===== config.mk =====
export PLATFORM = sky130hd
export DESIGN_NAME = apb_controller
export DESIGN_NICKNAME = d
export VERILOG_FILES = /design/src/rtl/apb_controller.sv
export SDC_FILE = /design/constraint.sdc
export NUM_CORES = 1
export LEC_CHECK = 0
export CAP_MARGIN = 30
export CORE_ASPECT_RATIO = 2
export CORE_MARGIN = 4
export CORE_UTILIZATION = 36
export DETAILED_ROUTE_END_ITERATION = 10
export GPL_ROUTABILITY_DRIVEN = 0
export HOLD_SLACK_MARGIN = 0.15
export PLACE_DENSITY = 0.81
export SLEW_MARGIN = 20
export SYNTH_ARGS = -nofsm -noshare
export SYNTH_HDL_FRONTEND = slang
export SYNTH_SLANG_ARGS = --single-unit

===== constraint.sdc =====
create_clock -name hclk -period 1.68 [get_ports hclk]
set_input_delay 0.336 -clock hclk [delete_from_list [all_inputs] [get_ports hclk]]
set_output_delay 0.336 -clock hclk [all_outputs]
set_load 0.02 [all_outputs]

===== src/rtl/apb_controller.sv =====
// AHB-to-APB bridge control FSM.
// Takes one AHB transfer at a time and turns it into an APB SETUP/ENABLE pair.
// While the transfer is in progress, hreadyout is held low to stall the AHB master.
//
// Handshake: an AHB address phase is accepted on a rising edge only when
// hreadyout=1, valid=1 and hselx is non-zero. While hreadyout=0, the AHB
// inputs are ignored. The APB side needs no handshake because the slaves
// are zero-wait: each access is exactly one SETUP cycle followed by one
// ENABLE cycle.
module apb_controller #(
   parameter int ADDR_WIDTH = 32,
   parameter int DATA_WIDTH = 32,
   parameter int NUM_SLAVES = 3
) (
   input  logic                  hclk,
   input  logic                  hreset,
   input  logic                  valid,
   input  logic [ADDR_WIDTH-1:0] haddr,
   input  logic                  hwrite,
   input  logic [NUM_SLAVES-1:0] hselx,
   input  logic [DATA_WIDTH-1:0] hwdata,
   input  logic [DATA_WIDTH-1:0] prdata,
   output logic                  pwrite,
   output logic                  penable,
   output logic [NUM_SLAVES-1:0] psel,
   output logic [ADDR_WIDTH-1:0] paddr,
   output logic [DATA_WIDTH-1:0] pwdata,
   output logic                  hreadyout,
   output logic [DATA_WIDTH-1:0] hrdata,
   output logic [1:0]            fsm_state
);

   typedef enum logic [1:0] {
      IDLE   = 2'd0,
      WWAIT  = 2'd1,
      SETUP  = 2'd2,
      ENABLE = 2'd3
   } state_t;

   state_t                state;
   logic [NUM_SLAVES-1:0] sel_q;
   logic                  accept;

   // A new address phase is taken only when the bridge is ready and a mapped slave is selected.
   assign accept = hreadyout && valid && (|hselx);

   // Bridge FSM. hreadyout, psel and penable are registered together with the next state,
   // so each one is a clean function of the current state.
   always_ff @(posedge hclk) begin
      if (hreset) begin
         state     <= IDLE;
         hreadyout <= 1'b1;
         psel      <= '0;
         penable   <= 1'b0;
         paddr     <= '0;
         pwdata    <= '0;
         pwrite    <= 1'b0;
         sel_q     <= '0;
      end else begin
         case (state)
            IDLE, ENABLE: begin
               if (accept) begin
                  paddr   <= haddr;
                  pwrite  <= hwrite;
                  sel_q   <= hselx;
                  penable <= 1'b0;
                  hreadyout <= 1'b0;
                  if (hwrite) begin
                     // Write data arrives one cycle later, so select nothing while waiting for it.
                     state <= WWAIT;
                     psel  <= '0;
                  end else begin
                     state <= SETUP;
                     psel  <= hselx;
                  end
               end else begin
                  state     <= IDLE;
                  hreadyout <= 1'b1;
                  psel      <= '0;
                  penable   <= 1'b0;
               end
            end
            WWAIT: begin
               pwdata    <= hwdata;
               state     <= SETUP;
               psel      <= sel_q;
               penable   <= 1'b0;
               hreadyout <= 1'b0;
            end
            SETUP: begin
               state     <= ENABLE;
               penable   <= 1'b1;
               hreadyout <= 1'b1;
            end
            default: begin
               state     <= IDLE;
               hreadyout <= 1'b1;
               psel      <= '0;
               penable   <= 1'b0;
            end
         endcase
      end
   end

   // Read data is passed through only during the ENABLE cycle of a read.
   always_comb begin
      hrdata = '0;
      if (state == ENABLE && !pwrite)
         hrdata = prdata;
   end

   assign fsm_state = state;

endmodule


==> results of run 1 <==
==> critical path, cell delays in order (launching register included) <==
cell and delay (ns):
dfxtp_2 0.35, ha_4 0.12, nor2b_4 0.21, buf_6 0.16, and2_4 0.15, buf_6 0.11
==> per-stage QoR <==
stage               std cells  instance area, um^2  hold slack (ns)
global placement          631                 5320            0.453
global route              651                 5810            0.301
floorplan                 338                 3130            0.480
finish                    651                 5810            0.293
detailed placement        631                 5320            0.464
CTS                       650                 5740            0.284
==> layer usage <==
layer	vias to the layer above	GRT usage, %	part of all wire, %
li1	1581	-	-
met1	1565	21.7	35
met2	134	37.2	56
met3	14	6.28	7.7
met4	0	6.49	1.8
met5	-	0	0
==> sequential cells by signal, indices dropped and copies added, names as in the netlist <==
name / flops
psel: 3
paddr: 32
sel_q: 3
pwrite: 1
fsm_state: 2
penable: 1
hreadyout: 1
pwdata: 32
==> cells in the mapped netlist (all sizes together) <==
cell type,count,share of area [%]
a21oi,35,6.8
a221oi,3,0.84
and2,33,6.6
and4bb,1,0.40
buf,16,4.0
clkbuf,14,1.7
dfxtp,75,48
ha,4,1.6
inv,4,0.48
mux2i,32,10
nand2,2,0.24
nand3,36,5.8
nor2,34,4.1
nor2b,5,1.0
nor3,3,0.48
o21ai,37,6.0
o311a,1,0.32
o311ai,1,0.84
o31ai,1,0.24
o32ai,1,0.28
==> cell type report <==
class | count | area, um^2 | share of cell area [%]
Clock buffer | 9 | 225 | 3.87
Clock inverter | 7 | 57.6 | 0.990
Inverter | 4 | 15.0 | 0.258
Multi-Input combinational cell | 229 | 1550 | 26.6
Sequential cell | 75 | 1500 | 25.9
Tap cell | 98 | 123 | 2.11
Timing Repair Buffer | 229 | 2340 | 40.2
==> power by group through the flow <==
stage | Sequential (mW) | Combinational (mW) | Clock, mW
after global routing | 2.03 | 1.66 | 1.96
after detailed placement | 2.05 | 1.53 | 0
final | 2.01 | 1.55 | 1.82
after floorplan | 2.22 | 0.589 | 0
after CTS | 2.02 | 1.54 | 1.87
after global placement | 2.04 | 1.49 | 0
==> worst min path at each step <==
stage,startpoint,end,slack [ns],depth (start not counted)
floorplan,sel_q[0],sel_q[0],0.48,2
global placement,paddr[3],paddr[3],0.45,2
finish,hreset,paddr[13],0.29,2
CTS,hreset,paddr[13],0.28,2
detailed placement,paddr[3],paddr[3],0.46,2
global route,hreset,paddr[14],0.30,2
==> what timing repair did <==
| item | 4_1_cts | 5_1_grt |
|---|---|---|
| gates cloned | 3 | 0 |
| endpoints found under the setup margin | 36 | 36 |
| resized for setup | 226 | 22 |
| buffers inserted | 0 | 1 |
| pin swaps | 19 | 13 |
==> cell families after synthesis <==
kind of cell,count (synthesis)
AO/OA/AOI/OAI,79
adder cells (fa/ha/maj),4
buffers and inverters,34
flip-flops,75
multiplexers,32
AND/OR/NAND/NOR,114
==> metrics.md, run 1 <==
| Metric | Value |
|---|---|
| Outcome | `finished with violations` |
| Failing checks | `negative setup slack` |
| Worst Clk Skew | `about 0.011 ns` |
| Global-route wire length before repair | `between 15 and 20 mm` |
| Ratio of cells with drive above 1 in the final layout | `between 20% and 30%` |
| Pint | `between 3 and 4 mW` |
| Crit share post-route | `104%` |
| End of the critical path | `hrdata[11]` |
| Worst slew pin tran | `between 0.3 and 0.4 ns` |
| Most common cell after layout, fill and taps aside | `clkdlybuf4s50_1` |
| Avg Inst Size Synth | `9.25 um^2` |
| Clock transition at path regs | `approximately 0.06 ns` |
| Top Ports | `slightly above 200` |
| Pwr Density | `approximately 930 mW/mm^2` |
| Clk root buf | `clkbuf_16` |
| Pre-CTS WS | `-0.286 ns` |
| Port bufs | `~210` |
| Setup TNS | `-1.94 ns` |
| Peak supply drop | `855 uV` |
| Final setup vio count | `32` |
| Max Transition Viols Final | `0` |
| Critical Path AT | `roughly 1.4 ns` |
| Final core occ | `a little over two thirds` |
| Flop2flop setup slack | `around 0.09 ns` |
| Row cnt | `47` |
| Final WL | `between 10 and 15 mm` |
| Worst slew margin | `about three quarters` |
| Worst skew pair latency | `between 0.3 and 0.4 ns` |
| DRC | `0` |
| Post-cts hold buffer count | `0` |
| Post-synthesis instance total | `approximately 340` |
| Kind of critical path | `reg2out` |
| Post-Synth Adder-Cell Area | `~1.6%` |
| CTS tree | `done` |
| Synth Area in Compound Gates | `15.4%` |
| Critical Path Start | `fsm_state[0]` |
| Overall Global Routing Usage | `approximately a fifth` |
| CP Data Required Time | `about 1.3 ns` |
| LEAKAGE | `about 2.3 nW` |
| GRT overflow | `0` |
| WL/cell | `around 17 um` |
| Via-to-Cell Ratio | `roughly 5` |
| Worst setup SP type | `register` |
| Netlist cell types | `29` |
| Most frequent cells in the layout | `clkdlybuf4s50_1, dfxtp_1, nand3_1, buf_6, o21ai_1` |
| Hpwl dp | `between 8 and 9 mm` |
| Inserted Clock Buffers | `9` |
| YS warnings | `0` |
| Yosys reg bits | `75` |
| Comb pwr share | `about 29%` |
| Final #Nets | `roughly 660` |
| Unrepaired setup endpoints after global routing | `true` |
| Final worst path period need | `between 1.5 and 2 ns` |
| Post-route ant nets | `0` |
| Crit-path max FO | `8` |
| Worst R2R Path Depth | `7` |
| R2r startpoint | `fsm_state[1]` |
| Initial DRC Count | `~180` |
| DIE HEIGHT | `~140 um` |
| Largest family of logic cells by synthesized area | `simple AND/OR/NAND/NOR gates` |
| Synthesized area | `0.00313 mm^2` |
| Synth Net Count | `~450` |
| Largest net degree at the start of global routing | `39` |
| Sequential element share of the synthesized area | `about half` |
| FF-to-FF End | `psel[1]` |
| Starting density of the core | `37.4%` |
| Max Clk Rate | `approximately 570 MHz` |
| Area delta synth->final | `85.9%` |
| Worst Hold Class | `in2reg` |
| Detailed Routing Iterations Pass 1 | `4` |
| Vias in the first global route | `3403` |
| Pwr Total | `between 5 and 6 mW` |
| Max-cap violations | `0` |
| Power share of the clock group | `between 30% and 40%` |
| Full die area | `slightly above 0.01 mm^2` |
| Number of diodes | `0` |
| Sequential share of power | `37.4%` |
| CP endpoint kind | `output port` |
| Final setup margin | `-0.0744 ns` |
| Net switching power | `1.65 mW` |
| Chip Width | `roughly 74 um` |
| Switching part of the total | `a little under a third` |
| CTS Sinks | `75` |
| Via count | `roughly 3300` |
| CTS H-Tree Depth | `3` |
| Multiplexer area fraction after synthesis | `10.2%` |
| Core area | `between 0.008 and 0.009 mm^2` |
| Layout fillers | `between 600 and 700` |
| Antenna violations before repair | `0` |
| Fin. Hold Viols | `0` |
| XOR/XNOR Fraction of Synth Area | `0%` |
| Simple-gate share of the synthesized area | `18.6%` |
| CTS Buffer Depth | `2` |
Power figures use the tool's default switching activity.
==> run 2, diff against run 1 <==
--- a/config.mk
+++ b/config.mk
@@ -8,11 +8,13 @@
 export CAP_MARGIN = 30
 export CORE_ASPECT_RATIO = 2
 export CORE_MARGIN = 4
-export CORE_UTILIZATION = 36
+export CORE_UTILIZATION = 60
 export DETAILED_ROUTE_END_ITERATION = 10
+export DONT_BUFFER_PORTS = 1
 export GPL_ROUTABILITY_DRIVEN = 0
 export HOLD_SLACK_MARGIN = 0.15
-export PLACE_DENSITY = 0.81
+export PLACE_DENSITY = 0.76
+export SKIP_LAST_GASP = 1
 export SLEW_MARGIN = 20
 export SYNTH_ARGS = -nofsm -noshare
 export SYNTH_HDL_FRONTEND = slang
==> run 2 against run 1 <==
  * The flow still finishes with violations (negative setup slack)
  * Clock power shrank 32%
  * Highest routed layer unchanged
  * Worst setup slack gained 0.0079 ns
  * Core utilization is essentially flat
  * Total power shrank 22%
  * Largest cell class is now multi-input combinational cells
  * Largest power group unchanged
  * Non-clock buffer count shrank 211
==> metrics.md, run 2 (synthesized netlist as in run 1, its figures left out) <==
| Metric | Value |
|---|---|
| Full die area | `about 0.0065 mm^2` |
| Detailed Routing Iterations Pass 1 | `5` |
| Overall Global Routing Usage | `about a quarter` |
| Worst Clk Skew | `around 0.0031 ns` |
| Non-filler cells, final | `~400` |
| WL/cell | `about 23 um` |
| CTS Sinks | `75` |
| Comb pwr share | `~18%` |
| Port bufs | `0` |
| Starting density of the core | `between 60% and 70%` |
| Placed cell area | `about 0.0031 mm^2` |
| Vias in the first global route | `approximately 2300` |
| CP bufs+invs | `1` |
| Inserted Clock Buffers | `9` |
| CP endpoint kind | `output port` |
| Antenna violations before repair | `0` |
| DRC | `0` |
| Max Transition Viols Final | `0` |
| Pint | `about 2.9 mW` |
| Final instance area | `0.00354 mm^2` |
| Unrepaired setup endpoints after global routing | `true` |
| Via count | `around 2400` |
| DIE HEIGHT | `110 um` |
| Cell Chain, Critical Path | `ha_4 -> nor2b_4 -> buf_6 -> and2_4` |
| Worst slew margin | `between 70% and 80%` |
| Worst path slowest cell | `dfxtp_2` |
| Sequential share of power | `52.6%` |
| Post-cts hold buffer count | `2` |
| Area delta synth->final | `13.3%` |
| Worst setup SP type | `register` |
| Failing checks | `negative setup slack` |
| Outcome | `finished with violations` |
| Final worst path period need | `between 1.5 and 2 ns` |
| Net switching power | `1.33 mW` |
| Core area | `a little over 0.005 mm^2` |
| CTS H-Tree Depth | `3` |
| Most common cell after layout, fill and taps aside | `dfxtp_1` |
| Fin. Hold Viols | `0` |
| Clock transition at path regs | `0.07 ns` |
| CP Data Required Time | `1.34 ns` |
| Crit-path max FO | `8` |
| LEAKAGE | `between 1 and 1.5 nW` |
| Switching part of the total | `a little under a third` |
| Kind of critical path | `reg2out` |
| Clk root buf | `clkbuf_8` |
| Crit share post-route | `104%` |
| Placed cells | `377` |
| Setup TNS | `-1.62 ns` |
| GRT overflow | `0` |
| Global-route wire length before repair | `12.2 mm` |
| Max Clk Rate | `about 570 MHz` |
| Final setup margin | `-0.0664 ns` |
| Worst skew pair latency | `0.33 ns` |
| Pwr Total | `4.22 mW` |
| Initial DRC Count | `96` |
| Biggest regs | `paddr: 32 flops, pwdata: 32 flops` |
| Peak supply drop | `about 850 uV` |
| Chip Width | `between 50 and 60 um` |
| Number of diodes | `0` |
| Power share of the clock group | `between 20% and 30%` |
| Ratio of cells with drive above 1 in the final layout | `roughly a quarter` |
| CTS Buffer Depth | `2` |
| Top Ports | `around 210` |
| Most frequent cells in the layout | `dfxtp_1, nand3_1, o21ai_1, nor2_1` |
| Via-to-Cell Ratio | `6.10` |
| Final setup vio count | `32` |
| Worst slew pin tran | `between 0.4 and 0.5 ns` |
| Critical Path Max Stage Delay | `0.35 ns` |
| Top Family by Delay on Critical Path | `simple AND/OR/NAND/NOR gates` |
| Row cnt | `37` |
| Critical Path AT | `1.41 ns` |
| Final #Nets | `444` |
| Final WL | `9.13 mm` |
| CTS tree | `done` |
| Pwr Density | `1190 mW/mm^2` |
| Flop2flop setup slack | `0.03 ns` |
| Layout fillers | `approximately 410` |
| Hpwl dp | `~6.3 mm` |
| Worst Hold Class | `in2reg` |
| Max-cap violations | `0` |
| Final core occ | `approximately 70%` |
| Post-route ant nets | `0` |
| Largest net degree at the start of global routing | `between 70 and 80` |
[run 2: changes by cell type in the layout (fill, tap and decap cells not counted), sizes merged, moves of 4 or more]
| cell | change |
|---|---|
| dlymetal6s2s | -4 |
| clkbuf | +5 |
| buf | -41 |
| dlygate4sd2 | -4 |
| clkdlybuf4s50 | -165 |
| inv | -4 |
[run 2: timing repair]
item	4_1_cts	5_1_grt
pin swaps	0	32
setup buffers	2	0
setup endpoints to repair	32	35
hold endpoints to repair	74	72
gates resized for setup	65	15
cloned	2	1
[run 2: power by group through the flow]
| stage | combinational, mW | sequential (mW) | clock, mW |
|---|---|---|---|
| after floorplan | 0.589 | 2.22 | 0 |
| after global placement | 0.681 | 2.25 | 0 |
| after detailed placement | 0.695 | 2.26 | 0 |
| after CTS | 0.730 | 2.22 | 1.28 |
| after global routing | 0.838 | 2.23 | 1.34 |
| final | 0.754 | 2.22 | 1.24 |
[run 2: cell type report]
cell class | instances | area (um^2) | share of cell area (%)
Multi-Input combinational cell | 229 | 1560 | 44.1
Sequential cell | 75 | 1500 | 42.4
Timing Repair Buffer | 18 | 210 | 5.93
Clock buffer | 13 | 169 | 4.77
Tap cell | 58 | 72.6 | 2.05
Inverter | 4 | 15.0 | 0.424
Clock inverter | 2 | 10.0 | 0.282
[run 2: path summary, 6_finish.rpt]
kind / depth (start not counted) / endpoint / from
worst max-delay path: 4 / hrdata[25] / fsm_state[1]
worst max register to register: 5 / penable / fsm_state[1]
worst min-delay path: 1 / paddr[17] / hreset
worst min register to register: 2 / sel_q[2] / sel_q[2]
[run 2: worst register-to-register path, delay by kind of cell (launching register included)]
family / cells / cell delay, ns
buf+inv: 3 / 0.84
simple gates: 1 / 0.15
fa+ha+maj: 1 / 0.22
flops: 1 / 0.34
[run 2: layer usage]
layer / GRT usage, % / vias up / wire length, um
met1: 23.2 / 1123 / 2850
met2: 45.9 / 148 / 4920
met3: 13.3 / 10 / 1200
met5: 0 / - / 0
met4: 10.9 / 0 / 154
li1: - / 1154 / -
[run 2: metrics by stage]
stage                     hold WS, ns  setup WS, ns
after global placement          0.405         0.218
after global routing           0.0333        -0.122
after CTS                      0.0369       -0.0647
final                          0.0604       -0.0664
after floorplan                 0.480        0.0214
after detailed placement        0.408         0.163
==> run 3, diff against run 2 <==
==> constraint.sdc (replaced) <==
create_clock -name hclk -period 2 [get_ports hclk]
set_input_delay 0.4 -clock hclk [delete_from_list [all_inputs] [get_ports hclk]]
set_output_delay 0.4 -clock hclk [all_outputs]
set_load 0.02 [all_outputs]
==> run 3 against run 2 <==
  * The flow now finishes without violations
  * Total power decreased by 19%
  * Clock skew increased by 0.0017 ns
  * Global-route usage about the same
  * Die area unchanged
  * Critical path type is now reg2reg
  * Largest cell class is now flip-flops and latches
  * Largest power group unchanged
==> metrics.md, run 3 (synthesized netlist as in run 1, its figures left out) <==
| Metric | Value |
|---|---|
| Multi-input logic area | `about 0.0014 mm^2` |
| Vias in the first global route | `roughly 2300` |
| CTS Sinks | `between 70 and 80` |
| Pre-CTS WS | `roughly 0.43 ns` |
| Ratio of cells with drive above 1 in the final layout | `approximately 12%` |
| Overall Global Routing Usage | `25.6%` |
| Max Clk Rate | `slightly above 500 MHz` |
| Number of diodes | `0` |
| Row cnt | `37` |
| Port bufs | `0` |
| Unrepaired setup endpoints after global routing | `true` |
| Setup Buffers After CTS | `0` |
| Most frequent cells in the layout | `dfxtp_1, nand3_1, o21ai_1, nor2_1` |
| Starting density of the core | `approximately three fifths` |
| Full die area | `around 0.0065 mm^2` |
| Non-filler cells, final | `between 300 and 400` |
| Fin. Hold Viols | `0` |
| CTS Buffer Depth | `2` |
| Critical Path Max Stage Delay | `between 0.5 and 0.6 ns` |
| Pwr Total | `approximately 3.4 mW` |
| Final setup vio count | `0` |
| FF/Latch Area | `between 0.0015 and 0.002 mm^2` |
| Biggest regs | `paddr: 32 flops, pwdata: 32 flops` |
| Peak supply drop | `between 800 and 900 uV` |
| CTS tree | `done` |
| Final instance area | `approximately 0.0034 mm^2` |
| Met2 Resource Use GR | `a little under half` |
| Worst Clk Skew | `between 0.004 and 0.005 ns` |
| Clock transition at path regs | `0.07 ns` |
| Area delta synth->final | `7.24%` |
| Worst skew pair latency | `around 0.35 ns` |
| Worst slew margin | `approximately 63%` |
| Crit-path max FO | `17` |
| Placed cells | `376` |
| Via-to-Cell Ratio | `slightly above 6` |
| CP Data Required Time | `approximately 2.3 ns` |
| Detailed Routing Iterations Pass 1 | `6` |
| Max-cap violations | `0` |
| Worst setup SP type | `register` |
| Core area | `0.00509 mm^2` |
| LEAKAGE | `approximately 1.2 nW` |
| Worst path slowest cell | `dlygate4sd3_1` |
| Final #Nets | `440` |
| Layout fillers | `around 460` |
| GRT overflow | `0` |
| Met1 Use GR | `between 20% and 30%` |
| DRC | `0` |
| Cell Chain, Critical Path | `inv_1 -> ha_1 -> inv_2 -> o21ai_1 -> a21oi_1 -> dlygate4sd3_1` |
| Most common cell after layout, fill and taps aside | `dfxtp_1` |
| Global-route wire length before repair | `approximately 12 mm` |
| Final setup margin | `between 0.03 and 0.04 ns` |
| Met3 usage | `11.4%` |
| Final worst path period need | `just under 2 ns` |
| Worst slew pin tran | `0.552 ns` |
| CP endpoint kind | `register` |
| Crit share post-route | `between 90% and 100%` |
| Antenna violations before repair | `2` |
| Max Transition Viols Final | `0` |
| Pwr Density | `1020 mW/mm^2` |
| Worst Hold Class | `in2reg` |
| Largest net degree at the start of global routing | `70` |
| CTS H-Tree Depth | `3` |
| Clk root buf | `clkbuf_8` |
| WL/cell | `approximately 22 um` |
| Chip Width | `between 50 and 60 um` |
| Via count | `2451` |
| Critical Path AT | `roughly 2.3 ns` |
| Minimum hold slack | `0.168 ns` |
| Outcome | `finished, final reports clean` |
| DIE HEIGHT | `about 110 um` |
| CP bufs+invs | `3` |
| Final WL | `8.72 mm` |
| Post-route ant nets | `0` |
| Gr busiest metal | `met2` |
| Kind of critical path | `reg2reg` |
| Top Family by Delay on Critical Path | `buffers and inverters` |
| Placed cell area | `0.00314 mm^2` |
| Top Ports | `between 200 and 250` |
| Initial DRC Count | `152` |
| Inserted Clock Buffers | `9` |
| Hpwl dp | `about 6.5 mm` |
-- run 3: per-stage QoR --
step | setup TNS, ns | util (%)
global route | -0.0313 | 65.8
floorplan | 0 | -
CTS | 0 | 65.7
finish | 0 | 65.8
global placement | 0 | 61.6
detailed placement | 0 | 61.6
-- run 3: area by class of cell --
class | instances | share of cell area, %
Timing Repair Buffer | 14 | 5.19
Clock buffer | 13 | 4.14
Clock inverter | 3 | 0.448
Tap cell | 58 | 2.16
Inverter | 4 | 0.448
Multi-Input combinational cell | 229 | 42.8
Sequential cell | 75 | 44.8
-- run 3: path summary, 6_finish.rpt --
path | startpoint | endpoint | slack (ns) | cells past startpoint
worst max-delay path | fsm_state[0] | paddr[9] | 0.04 | 6
worst min-delay path | hreset | pwrite | 0.17 | 1
worst max register to register | fsm_state[0] | paddr[9] | 0.04 | 6
worst min register to register | sel_q[0] | sel_q[0] | 0.53 | 2
-- run 3: what timing repair did --
action | CTS | global route
endpoints found under the setup margin | 0 | 3
hold buffers | 4 | 0
resized for setup | 0 | 3
endpoints found under the hold margin | 72 | 0
-- run 3: worst register-to-register path: cells and delay by family, from the launching register on --
family,cells,cell delay [ns]
AOI/OAI and AO/OA,2,0.29
adders and majority gates,1,0.33
buffers and inverters,3,0.93
DFF,1,0.36
-- run 3: metal layers --
metal,vias up,share of wire (%)
met5,-,0.14
met4,2,3.7
met3,28,12
met2,169,56
met1,1101,29
li1,1151,-
-- run 3: power breakdown --
part	internal [mW]	total, mW	switching (mW)
clock	0.446	0.959	0.513
sequential	1.62	1.87	0.242
combinational	0.235	0.612	0.378
total	2.30	3.44	1.13
